File: src/rtl/register_file_param.sv
// Two-read/one-write register file, DEPTH = 2**ADDR_W entries of DATA_W bits; optional ZERO_REG_EN hardwires entry DEPTH-1 to zero.
// Latency: writes land on the clock edge; reads are registered with 1-cycle latency and same-edge write-through bypass.
// Backpressure: none; every enabled read or write completes on its edge, and R_Valid_X is R_En_X delayed one cycle.
module register_file_param #(
  parameter  int DATA_W = 32,
  parameter  int ADDR_W = 3,
  localparam int DEPTH  = 2**ADDR_W
) (
  input  logic              Clk,
  input  logic              Rst,
  input  logic              W_En,
  input  logic [ADDR_W-1:0] W_Addr,
  input  logic [DATA_W-1:0] W_Data,
  input  logic              R_En_A,
  input  logic [ADDR_W-1:0] R_Addr_A,
  output logic [DATA_W-1:0] R_Data_A,
  output logic              R_Valid_A,
  input  logic              R_En_B,
  input  logic [ADDR_W-1:0] R_Addr_B,
  output logic [DATA_W-1:0] R_Data_B,
  output logic              R_Valid_B
);

  logic [DATA_W-1:0] r_mem [DEPTH];
  logic [DATA_W-1:0] r_data_a;
  logic [DATA_W-1:0] r_data_b;
  logic              r_valid_a;
  logic              r_valid_b;

  logic              w_wr_ok;
  logic [DATA_W-1:0] w_rd_a;
  logic [DATA_W-1:0] w_rd_b;

`ifdef ZERO_REG_EN
  localparam logic [ADDR_W-1:0] LAST_ADDR = ADDR_W'(DEPTH - 1);

  // The last entry is a constant zero: writes to it are dropped, so it never leaves its reset value.
  assign w_wr_ok = W_En && (W_Addr != LAST_ADDR);

  // Read mux with bypass; the last entry is forced to zero explicitly so bypass cannot leak data into it.
  always_comb begin
    w_rd_a = '0;
    w_rd_b = '0;
    if (R_Addr_A != LAST_ADDR) begin
      w_rd_a = (w_wr_ok && (W_Addr == R_Addr_A)) ? W_Data : r_mem[R_Addr_A];
    end
    if (R_Addr_B != LAST_ADDR) begin
      w_rd_b = (w_wr_ok && (W_Addr == R_Addr_B)) ? W_Data : r_mem[R_Addr_B];
    end
  end
`else
  assign w_wr_ok = W_En;

  // Read mux with write-through bypass so a same-edge write is visible to the read.
  always_comb begin
    w_rd_a = (w_wr_ok && (W_Addr == R_Addr_A)) ? W_Data : r_mem[R_Addr_A];
    w_rd_b = (w_wr_ok && (W_Addr == R_Addr_B)) ? W_Data : r_mem[R_Addr_B];
  end
`endif

  // Storage update; reset clears every entry so post-reset reads return zero until written.
  always_ff @(posedge Clk or negedge Rst) begin
    if (!Rst) begin
      for (int i = 0; i < DEPTH; i++) begin
        r_mem[i] <= '0;
      end
    end else if (w_wr_ok) begin
      r_mem[W_Addr] <= W_Data;
    end
  end

  // Port A read register: data loads only on enable and otherwise holds; valid tracks enable.
  always_ff @(posedge Clk or negedge Rst) begin
    if (!Rst) begin
      r_data_a  <= '0;
      r_valid_a <= 1'b0;
    end else begin
      r_valid_a <= R_En_A;
      if (R_En_A) begin
        r_data_a <= w_rd_a;
      end
    end
  end

  // Port B read register, independent of port A.
  always_ff @(posedge Clk or negedge Rst) begin
    if (!Rst) begin
      r_data_b  <= '0;
      r_valid_b <= 1'b0;
    end else begin
      r_valid_b <= R_En_B;
      if (R_En_B) begin
        r_data_b <= w_rd_b;
      end
    end
  end

  assign R_Data_A  = r_data_a;
  assign R_Valid_A = r_valid_a;
  assign R_Data_B  = r_data_b;
  assign R_Valid_B = r_valid_b;

endmodule

File: config.mk
export PLATFORM = sky130hd
export DESIGN_NAME = register_file_param
export DESIGN_NICKNAME = d
export VERILOG_FILES = /design/src/rtl/register_file_param.sv
export SDC_FILE = /design/constraint.sdc
export NUM_CORES = 1
export LEC_CHECK = 0
export ABC_AREA = 0
export ABC_CLOCK_PERIOD_IN_PS = 1870
export BUFFER_PORTS_ARGS = -buffer_cell sky130_fd_sc_hd__buf_2
export CAP_MARGIN = 20
export CORE_ASPECT_RATIO = 0.7
export CORE_MARGIN = 5
export CORE_UTILIZATION = 55
export CTS_BUF_LIST = sky130_fd_sc_hd__clkbuf_8 sky130_fd_sc_hd__clkbuf_16
export CTS_CLUSTER_DIAMETER = 80
export DETAILED_ROUTE_END_ITERATION = 10
export HOLD_SLACK_MARGIN = 0.05
export PLACE_DENSITY = 0.75
export RECOVER_POWER = 100
export SLEW_MARGIN = 20
export SYNTH_ARGS = -nofsm -noshare
export SYNTH_HDL_FRONTEND = slang
export SYNTH_SLANG_ARGS = --single-unit
File: constraint.sdc
create_clock -name Clk -period 1.87 [get_ports Clk]
set_input_delay 0.187 -clock Clk [delete_from_list [all_inputs] [get_ports Clk]]
set_output_delay 0.187 -clock Clk [all_outputs]
set_load 0.03 [all_outputs]
* Yosys cells after proc, flatten, opt, wreduce, memory -nomap -nowiden
Cells that the tools add are included.
** Storage, ports and cells
- Register bits after elaboration :: 322
- Output and inout bits :: 66
- Word-level logic and storage cells :: 35
** Cells by class
- Equal/unequal tests :: 2
- Magnitude comparators :: 4
- Reduce and logical (&&, ||, !) cells :: 3
- Bitwise logic cells :: 3
- Mux-type cells :: 11
** Operator list (number)
- bitwise mux 256 bit :: 1
- two-way mux 32 bit :: 7
- binary-select mux 32 bit (select 3 bit) :: 2
- demux 32 bit (select 3 bit) :: 1
- >= comparator 4 bit, second input constant :: 3
- NOT 3 -> 4 bit :: 3
- == test 3 bit :: 2
- < comparator 4 x 1 -> 1 bit, second input constant :: 1
- logical AND 1 bit :: 3

* Longest topological paths before layout
Gate-level depths: netlist (run 1).
- Depth after elaboration :: 6
- Mapped depth :: 6
- Mapped depth without buffers :: 3

* Worst setup path before layout (run 1)
No wires, ideal clock.
- Path type :: input -> register
- Start :: input R_Addr_A[0]
- End :: register r_data_a[2] (netlist: R_Data_A[2])
- Data arrival time :: 1.486 ns
- Path buffers :: 1
- Slack :: 0.258 ns
- Required time :: 1.744 ns
- Library setup time :: 0.126 ns
- Stages on the path :: 4
- Path through :: buf_2 -> mux4_2 -> mux2_2 -> a221o_1
** Between the ends
- Longest elaborated chain between the ends :: 5
- Elaborated cells between the ends (all ways) :: 7
** RTL lines
- start, declared :: line 15 : input logic [ADDR_W-1:0] R_Addr_A,
- NOT 3 -> 4 bit (implied by the code) :: line 56 : w_rd_a = (w_wr_ok && (W_Addr == R_Addr_A)) ? W_Data : r_mem[R_Addr_A];
- binary-select mux 32 bit (select 3 bit) :: line 56
- two-way mux 32 bit (implied by the code) (2 in a row) :: line 56
- two-way mux 32 bit (*) :: line 56
- end signal, assigned :: line 80 : r_data_a <= w_rd_a;
- end, declared :: line 25 : logic [DATA_W-1:0] r_data_a;
Every way passes the cells marked *; elsewhere a longest branch is shown, timed or not. The select of a mux whose other input is x is not followed.
A chain may end at the register's enable or synchronous reset.

* Final worst setup path (run 1)
- Start :: register r_mem[126] (netlist name)
- End :: register r_data_b[30] (netlist: R_Data_B[30])
** Between the ends
- Longest elaborated chain between the ends :: 4
** RTL lines
- start, declared :: line 24 : logic [DATA_W-1:0] r_mem [DEPTH];
- start signal, assigned by index :: line 68 : r_mem[W_Addr] <= W_Data;
- binary-select mux 32 bit (select 3 bit) :: line 57 : w_rd_b = (w_wr_ok && (W_Addr == R_Addr_B)) ? W_Data : r_mem[R_Addr_B];
- two-way mux 32 bit (implied by the code) (2 in a row) :: line 57
- two-way mux 32 bit :: line 57
- end signal, assigned :: line 93 : r_data_b <= w_rd_b;
- end, declared :: line 26 : logic [DATA_W-1:0] r_data_b;
Every way passes these cells. The select of a mux whose other input is x is not followed.

==> reports/results.md, run 1 <==
| Stage | Item | This run |
|:---|:---|:---|
| synth | Post-synthesis instance area | 16,000 um2 |
| floorplan | Starting density of the core | 55.6% |
| routing | Via density per instance | 6.49 |
| global route | Antenna violations before repair | 0 |
| finish | Commonest non-fill, non-tap cell in the layout | dfrtp_1 |
| clocking | Maximum count of clock buffers along a single path | 3 |
| synth | Per-instance average area after synthesis | 13.8 um2 |
| setup path | Worst setup EP type | flip-flop |
| timing | Fmax | 612 MHz |
| outcome | Outcome | finished clean |
| timing | Hold violation count in the final report | 0 |
| timing | Number of slew-limit violations in the final report | 0 |
| global route | Fraction of met2 tracks used by global routing | 40.9% |
| global route | Global routing's busiest layer | met2 |
| floorplan | Die Y-Extent | 153 um |
| finish | Diode insertion count for antenna repair | 0 |
| clocking | Later-pin clock latency in the skew report | 0.58 ns |
| floorplan | Full die area | 32,700 um2 |
| global route | GR Overflow Total | 0 |
| clocking | Total clock sinks | 322 |
| setup path | CP max-delay cell | mux4_1 |
| clocking | Clock root buffer | clkbuf_16 |
| timing | Setup clock skew after layout | 0.00997 ns |
| finish | Area grow syn2layout | 15.0% |
| global route | First-pass GRT wire length | 68,500 um |
| synth | Number of distinct standard cells referenced by the synthesized netlist | 31 |
| global route | Vias in the first global route | 11,758 |
| synth | Yosys synthesis warning count | 0 |
| routing | Routed Wire Length | 43,200 um |
| timing | Setup repair after global routing missed its margin | false |
| routing | Iteration-0 DRC count of the detailed router | 1,060 |
| clocking | TritonCTS Buffers | 31 |
| timing | Setup total negative slack | 0 ns |
| routing | Number of remaining DRC errors | 0 |
| setup path | Largest stage delay, worst path | 0.49 ns |
| timing | Final worst-path cycle share | 87.4% |
| finish | Layout cell share with drive strength beyond 1 | 31.9% |
| setup path | Delay-heaviest family, CP | multiplexers |
| setup path | Data arrival time of the critical path | 2.09 ns |
| finish | Post-layout util | 63.9% |
| job | Max Cap Viol | 0 |
| routing | Vias post-DR | 11,077 |
| synth | Number of standard cells after synthesis | 1,162 |
| setup path | Startpoint class of the critical path | flip-flop |
| timing | Final Critical Period | 1.63 ns |
| global route | Met3 global-route usage | 6.39% |
| synth | Yosys reg bits | 322 |
| floorplan | Die width | 214 um |
| pwr | Leak pwr | 7.91 nW |
| routing | Remaining antenna violation count after routing | 0 |
| pwr | Peak supply drop | 0.000656 V |
| clocking | CTS tree | yes |
| floorplan | Num ports | 112 |
| setup path | Critical path type | reg2reg |
| timing | Worst slew margin relative to its limit | 7.42% |
| setup path | WP data required | 2.33 ns |
| routing | Number of optimization iterations in the first detailed-route pass | 5 |
| routing | Post-DR wirelength/cell | 25.3 um |
| floorplan | Core outline area | 28,800 um2 |
| worst hold path | Hold/Removal Path Class | in2async |
| pwr | Power Dens Cells | 1140 nW/um2 |
| setup path | Cells along the critical path | mux4_1 -> mux2_2 -> a221o_1 |
| setup path | Setup slack of the worst register-to-register path | 0.24 ns |
| setup path | Maximum fanout along the worst path | 3 |
| setup path | Worst Path Buf+Inv | 0 |
| placed design | HPWL after detailed placement | 27,500 um |
| placed design | Count of input and output buffers | 111 |
| floorplan | Site row count | 52 |
| clocking | CTS H-tree depth | 1 |
| global route | M1 GR Usage | 38.8% |
| synth | Part of the Yosys area used for sequential elements | 50.3% |
| timing | Finish-stage setup viols | 0 |
| clocking | Clock slew at the register clock pins of the worst setup and hold paths | 0.07 ns |
| global route | Largest net degree at the start of global routing | 62 |
| synth | Synthesized net count | 1,208 |
| timing | Slew of the pin with the lowest slew margin | 1.39 ns |
| finish | Highest-count cells in the layout ignoring fill and taps | 322 x dfrtp_1, 161 x mux2_2, 115 x nand2_1, 114 x mux4_2, 112 x o21ai_0 |
| global route | Global router's overall resource usage | 26.5% |
| finish | Nets | 1,356 |
| placed design | Placer congestion estimate | 0.826 |
-- layer usage --
layer  part of all wire [%]  wire (um)
met1                     43      18400
met5                      0          0
met2                     46      20000
met3                    8.7       3770
met4                    2.3        984
-- metrics by stage --
step / cells / hold slack, ns / setup slack [ns] / power [W] / area, um2
2_1_floorplan: 1162 / -0.109 / 0.258 / 0.0129 / 16000
3_3_place_gp: 1621 / 0.150 / 0.0889 / 0.0143 / 17500
3_5_place_dp: 1621 / 0.149 / 0.0296 / 0.0145 / 17500
4_1_cts: 1708 / 0.0513 / 0.248 / 0.0211 / 18800
5_1_grt: 1708 / 0.147 / 0.127 / 0.0219 / 18400
6_report: 1708 / 0.121 / 0.236 / 0.0209 / 18400
-- worst paths after layout --
path / start / to / depth (start not counted)
max: r_mem[126]$_DFFE_PN0P_ / R_Data_B[30]$_DFFE_PN0P_ / 3
min: Rst / r_mem[112]$_DFFE_PN0P_ / 2
max reg2reg: r_mem[126]$_DFFE_PN0P_ / R_Data_B[30]$_DFFE_PN0P_ / 3
min reg2reg: r_mem[131]$_DFFE_PN0P_ / r_mem[131]$_DFFE_PN0P_ / 2
max in group asynchronous: Rst / R_Data_A[26]$_DFFE_PN0P_ / 3
min in group Clk: R_Addr_A[0] / R_Data_A[30]$_DFFE_PN0P_ / 4
-- Yosys cell counts (all sizes together) --
library cell,number,area share (%)
nor3,2,0.094
clkbuf,47,1.5
and2b,2,0.094
mux2i,46,2.9
nand2b,1,0.039
nand2,115,2.7
and4b,2,0.12
a41oi,2,0.11
dfrtp,322,50
nand4,1,0.039
a221oi,46,2.5
o21ai,112,3.5
inv,30,0.70
nor2b,16,0.62
mux2,162,11
nor2,46,1.1
mux4,128,18
nand4b,3,0.16
a221o,18,1.1
buf,53,2.2
xnor2,6,0.33
nor3b,2,0.16
-- power by group --
group          internal [W]  switching, W
sequential          0.00844       0.00115
combinational       0.00246       0.00235
clock               0.00379       0.00274
total                0.0147       0.00624
-- sequential cells by signal (all words and copies together), names as in the netlist --
| signal | cells |
|---|---|
| R_Data_A | 32 |
| R_Data_B | 32 |
| R_Valid_A | 1 |
| R_Valid_B | 1 |
| r_mem | 256 |
-- layout make-up --
cell class / instances / area [um2]
Fill cell: 2161 / 10400
Sequential cell: 322 / 8060
Multi-Input combinational cell: 710 / 7270
Timing Repair Buffer: 215 / 1450
Clock buffer: 37 / 858
Tap cell: 378 / 473
Clock inverter: 16 / 191
Inverter: 30 / 113
-- cell families (layout without fill, tap and decap cells) --
| family | after synthesis | count (layout) | synth area share, % |
|---|---|---|---|
| muxes | 336 | 336 | 32.6 |
| and+or+nand+nor | 190 | 190 | 5.11 |
| xor gates and xnor gates | 6 | 6 | 0.328 |
| buffers and inverters | 130 | 298 | 4.46 |
| AOI/OAI and AO/OA | 178 | 178 | 7.25 |
| DFF | 322 | 322 | 50.3 |
-- timing repair --
action / CTS / global route
endpoints found under the hold margin: 610 / 0
gates resized for setup: 0 / 0
hold buffers: 34 / 0
buffers inserted: 0 / 0
No activity file was read; power rests on OpenSTA's default activity.
==> run 2, diff against run 1 <==
--- a/config.mk
+++ b/config.mk
@@ -16,9 +16,8 @@
 export CTS_CLUSTER_DIAMETER = 80
 export DETAILED_ROUTE_END_ITERATION = 10
 export HOLD_SLACK_MARGIN = 0.05
-export PLACE_DENSITY = 0.75
+export PLACE_DENSITY = 0.83
 export RECOVER_POWER = 100
-export SLEW_MARGIN = 20
 export SYNTH_ARGS = -nofsm -noshare
 export SYNTH_HDL_FRONTEND = slang
 export SYNTH_SLANG_ARGS = --single-unit
==> reports/results.md, run 2 (synthesized netlist as in run 1, its figures left out) <==
| Stage | Item | This run |
|:---|:---|:---|
| global route | Antenna violations before repair | 0 |
| finish | Register name with the most flops | r_mem |
| setup path | Critical Path End | R_Data_B[14]$_DFFE_PN0P_ |
| floorplan | Die width | 214 um |
| floorplan | Site row count | 52 |
| floorplan | Die Y-Extent | 153 um |
| timing | Finish-stage setup viols | 0 |
| clocking | Clock root buffer | clkbuf_16 |
| worst hold path | Cells on Worst Hold Path | 3 |
| setup path | Maximum fanout along the worst path | 20 |
| timing | Setup repair after global routing missed its margin | false |
| global route | GR Overflow Total | 0 |
| placed design | Placer congestion estimate | 0.847 |
| floorplan | Core outline area | 28,800 um2 |
| clocking | Total clock sinks | 322 |
| floorplan | Starting density of the core | 55.6% |
| pwr | Gate power share | 23.0% |
| timing | Slew of the pin with the lowest slew margin | 1.05 ns |
| job | Max Cap Viol | 0 |
| finish | Highest-count cells in the layout ignoring fill and taps | 322 x dfrtp_1, 159 x mux2_2, 115 x nand2_1, 114 x mux4_2, 112 x o21ai_0 |
| placed design | Cell Count Post-Placement | 1,617 |
| finish | Diode insertion count for antenna repair | 0 |
| clocking | CTS tree | yes |
| clocking | TritonCTS Buffers | 30 |
| global route | Vias in the first global route | 11,931 |
| placed design | Count of input and output buffers | 111 |
| setup path | Reg-to-reg startpoint | r_mem[0]$_DFFE_PN0P_ |
| pwr | Pint | 0.0150 W |
| timing | Smallest setup slack after layout | 0.196 ns |
| setup path | WP data required | 2.32 ns |
| pwr | Power Dens Cells | 1150 nW/um2 |
| clocking | CTS H-tree depth | 1 |
| clocking | Maximum count of clock buffers along a single path | 3 |
| global route | Global router's overall resource usage | 27.1% |
| finish | Non-filler instance count after layout | 1,707 |
| finish | Nets | 1,352 |
| clocking | Count of cells resized by post-cts repair | 0 |
| finish | Area grow syn2layout | 15.8% |
| routing | Vias post-DR | 11,174 |
| setup path | Setup slack of the worst register-to-register path | 0.21 ns |
| worst hold path | Hold/Removal Path Class | in2reg |
| setup path | Number of cells traversed by the worst register-to-register path | 3 |
| pwr | Switching power share of the total | 29.5% |
| pwr | Leak pwr | 7.98 nW |
| timing | Final Critical Period | 1.67 ns |
| outcome | Outcome | finished clean |
| finish | Layout cell share with drive strength beyond 1 | 31.4% |
| global route | First-pass GRT wire length | 70,000 um |
| routing | Via density per instance | 6.55 |
| placed design | Pre-CTS setup slack | 0.0216 ns |
| setup path | Data arrival time of the critical path | 2.12 ns |
| finish | Max reg flops | 256 |
| floorplan | Full die area | 32,700 um2 |
| pwr | Peak supply drop | 0.000785 V |
| routing | Post-DR wirelength/cell | 25.7 um |
| setup path | Critical path type | in2reg |
| timing | Number of slew-limit violations in the final report | 0 |
| timing | Hold violation count in the final report | 0 |
| timing | Setup clock skew after layout | 0.00898 ns |
| clocking | Setup Buffers After CTS | 0 |
| placed design | HPWL after detailed placement | 27,500 um |
| pwr | Share of power burned in the clock network | 32.0% |
| setup path | Worst setup EP type | flip-flop |
| setup path | Launch point of the critical path | R_En_B |
| clocking | Later-pin clock latency in the skew report | 0.57 ns |
| finish | Post-layout util | 64.4% |
| setup path | Startpoint class of the critical path | primary input |
| setup path | End of the worst register-to-register path | R_Data_A[0]$_DFFE_PN0P_ |
| timing | Fmax | 597 MHz |
| global route | Largest net degree at the start of global routing | 67 |
| pwr | Part of the total power dissipated in sequential elements | 45.0% |
| routing | Number of optimization iterations in the first detailed-route pass | 7 |
| finish | Count of filler cells inserted in the layout | 2,084 |
| pwr | Sw power | 0.00631 W |
| floorplan | Num ports | 112 |
| routing | Iteration-0 DRC count of the detailed router | 1,227 |
| timing | Worst slew margin relative to its limit | 30.0% |
| finish | Commonest non-fill, non-tap cell in the layout | dfrtp_1 |
| routing | Remaining antenna violation count after routing | 0 |
| routing | Number of remaining DRC errors | 0 |
| clocking | CTS Hold Buffers Added | 35 |
| timing | Final worst-path cycle share | 89.5% |
| timing | Setup total negative slack | 0 ns |
| timing | Minimum hold slack | 0.127 ns |
| clocking | Clock slew at the register clock pins of the worst setup and hold paths | 0.06 ns |
| routing | Routed Wire Length | 43,800 um |
## run 2: changes by cell type in the layout (fill, tap and decap cells not counted), sizes merged
cell and delta:
buf +3, dlygate4sd3 +1, clkinvlp -2, bufinv +3, inv +4, clkbuf -9, clkinv -1
## run 2: power groups by stage
| stage | registers, W | clock network, W | logic [W] |
|---|---|---|---|
| floorplan | 0.00987 | 0 | 0.00301 |
| global placement | 0.00952 | 0 | 0.00475 |
| detailed placement | 0.00963 | 0 | 0.00496 |
| CTS | 0.00954 | 0.00692 | 0.00506 |
| global route | 0.00976 | 0.00719 | 0.00532 |
| finish | 0.00961 | 0.00684 | 0.00490 |
## run 2: critical path, stage by stage
cell,delay [ns]
dlygate4sd3_1,0.53
buf_2,0.16
nand2_1,0.06
and4b_1,0.22
clkbuf_2,0.46
a221o_1,0.50
## run 2: final cells by class
cell class	count	area, um2	share of cell area, %
Sequential cell	322	8060	43.4
Multi-Input combinational cell	710	7270	39.2
Timing Repair Buffer	212	1540	8.30
Clock buffer	35	831	4.48
Tap cell	378	473	2.55
Clock inverter	20	274	1.48
Inverter	30	113	0.607
## run 2: routing by layer
metal / GRT usage (%) / vias up / share of wire, % / wire [um]
met5: 0 / - / 0 / 0
met1: 38.7 / 5819 / 41 / 18000
met4: 7.17 / 0 / 2.5 / 1110
li1: - / 4666 / - / -
met3: 7.67 / 92 / 9.8 / 4310
met2: 41.8 / 597 / 47 / 20400
## run 2: through the flow
stage                     power (W)  instance area [um2]
after floorplan              0.0129                16000
after global placement       0.0143                17400
after detailed placement     0.0146                17400
after CTS                    0.0215                18800
after global routing         0.0223                18600
final                        0.0214                18600
## run 2: worst min-delay path by stage
stage | slack [ns] | start | endpoint
after global placement | 0.20 | Rst | r_mem[170]$_DFFE_PN0P_
after detailed placement | 0.20 | Rst | R_Data_B[10]$_DFFE_PN0P_
after floorplan | -0.11 | Rst | R_Data_A[0]$_DFFE_PN0P_
after global routing | 0.14 | W_Addr[2] | r_mem[43]$_DFFE_PN0P_
after CTS | 0.15 | W_Addr[2] | r_mem[43]$_DFFE_PN0P_
final | 0.13 | W_Addr[2] | r_mem[43]$_DFFE_PN0P_
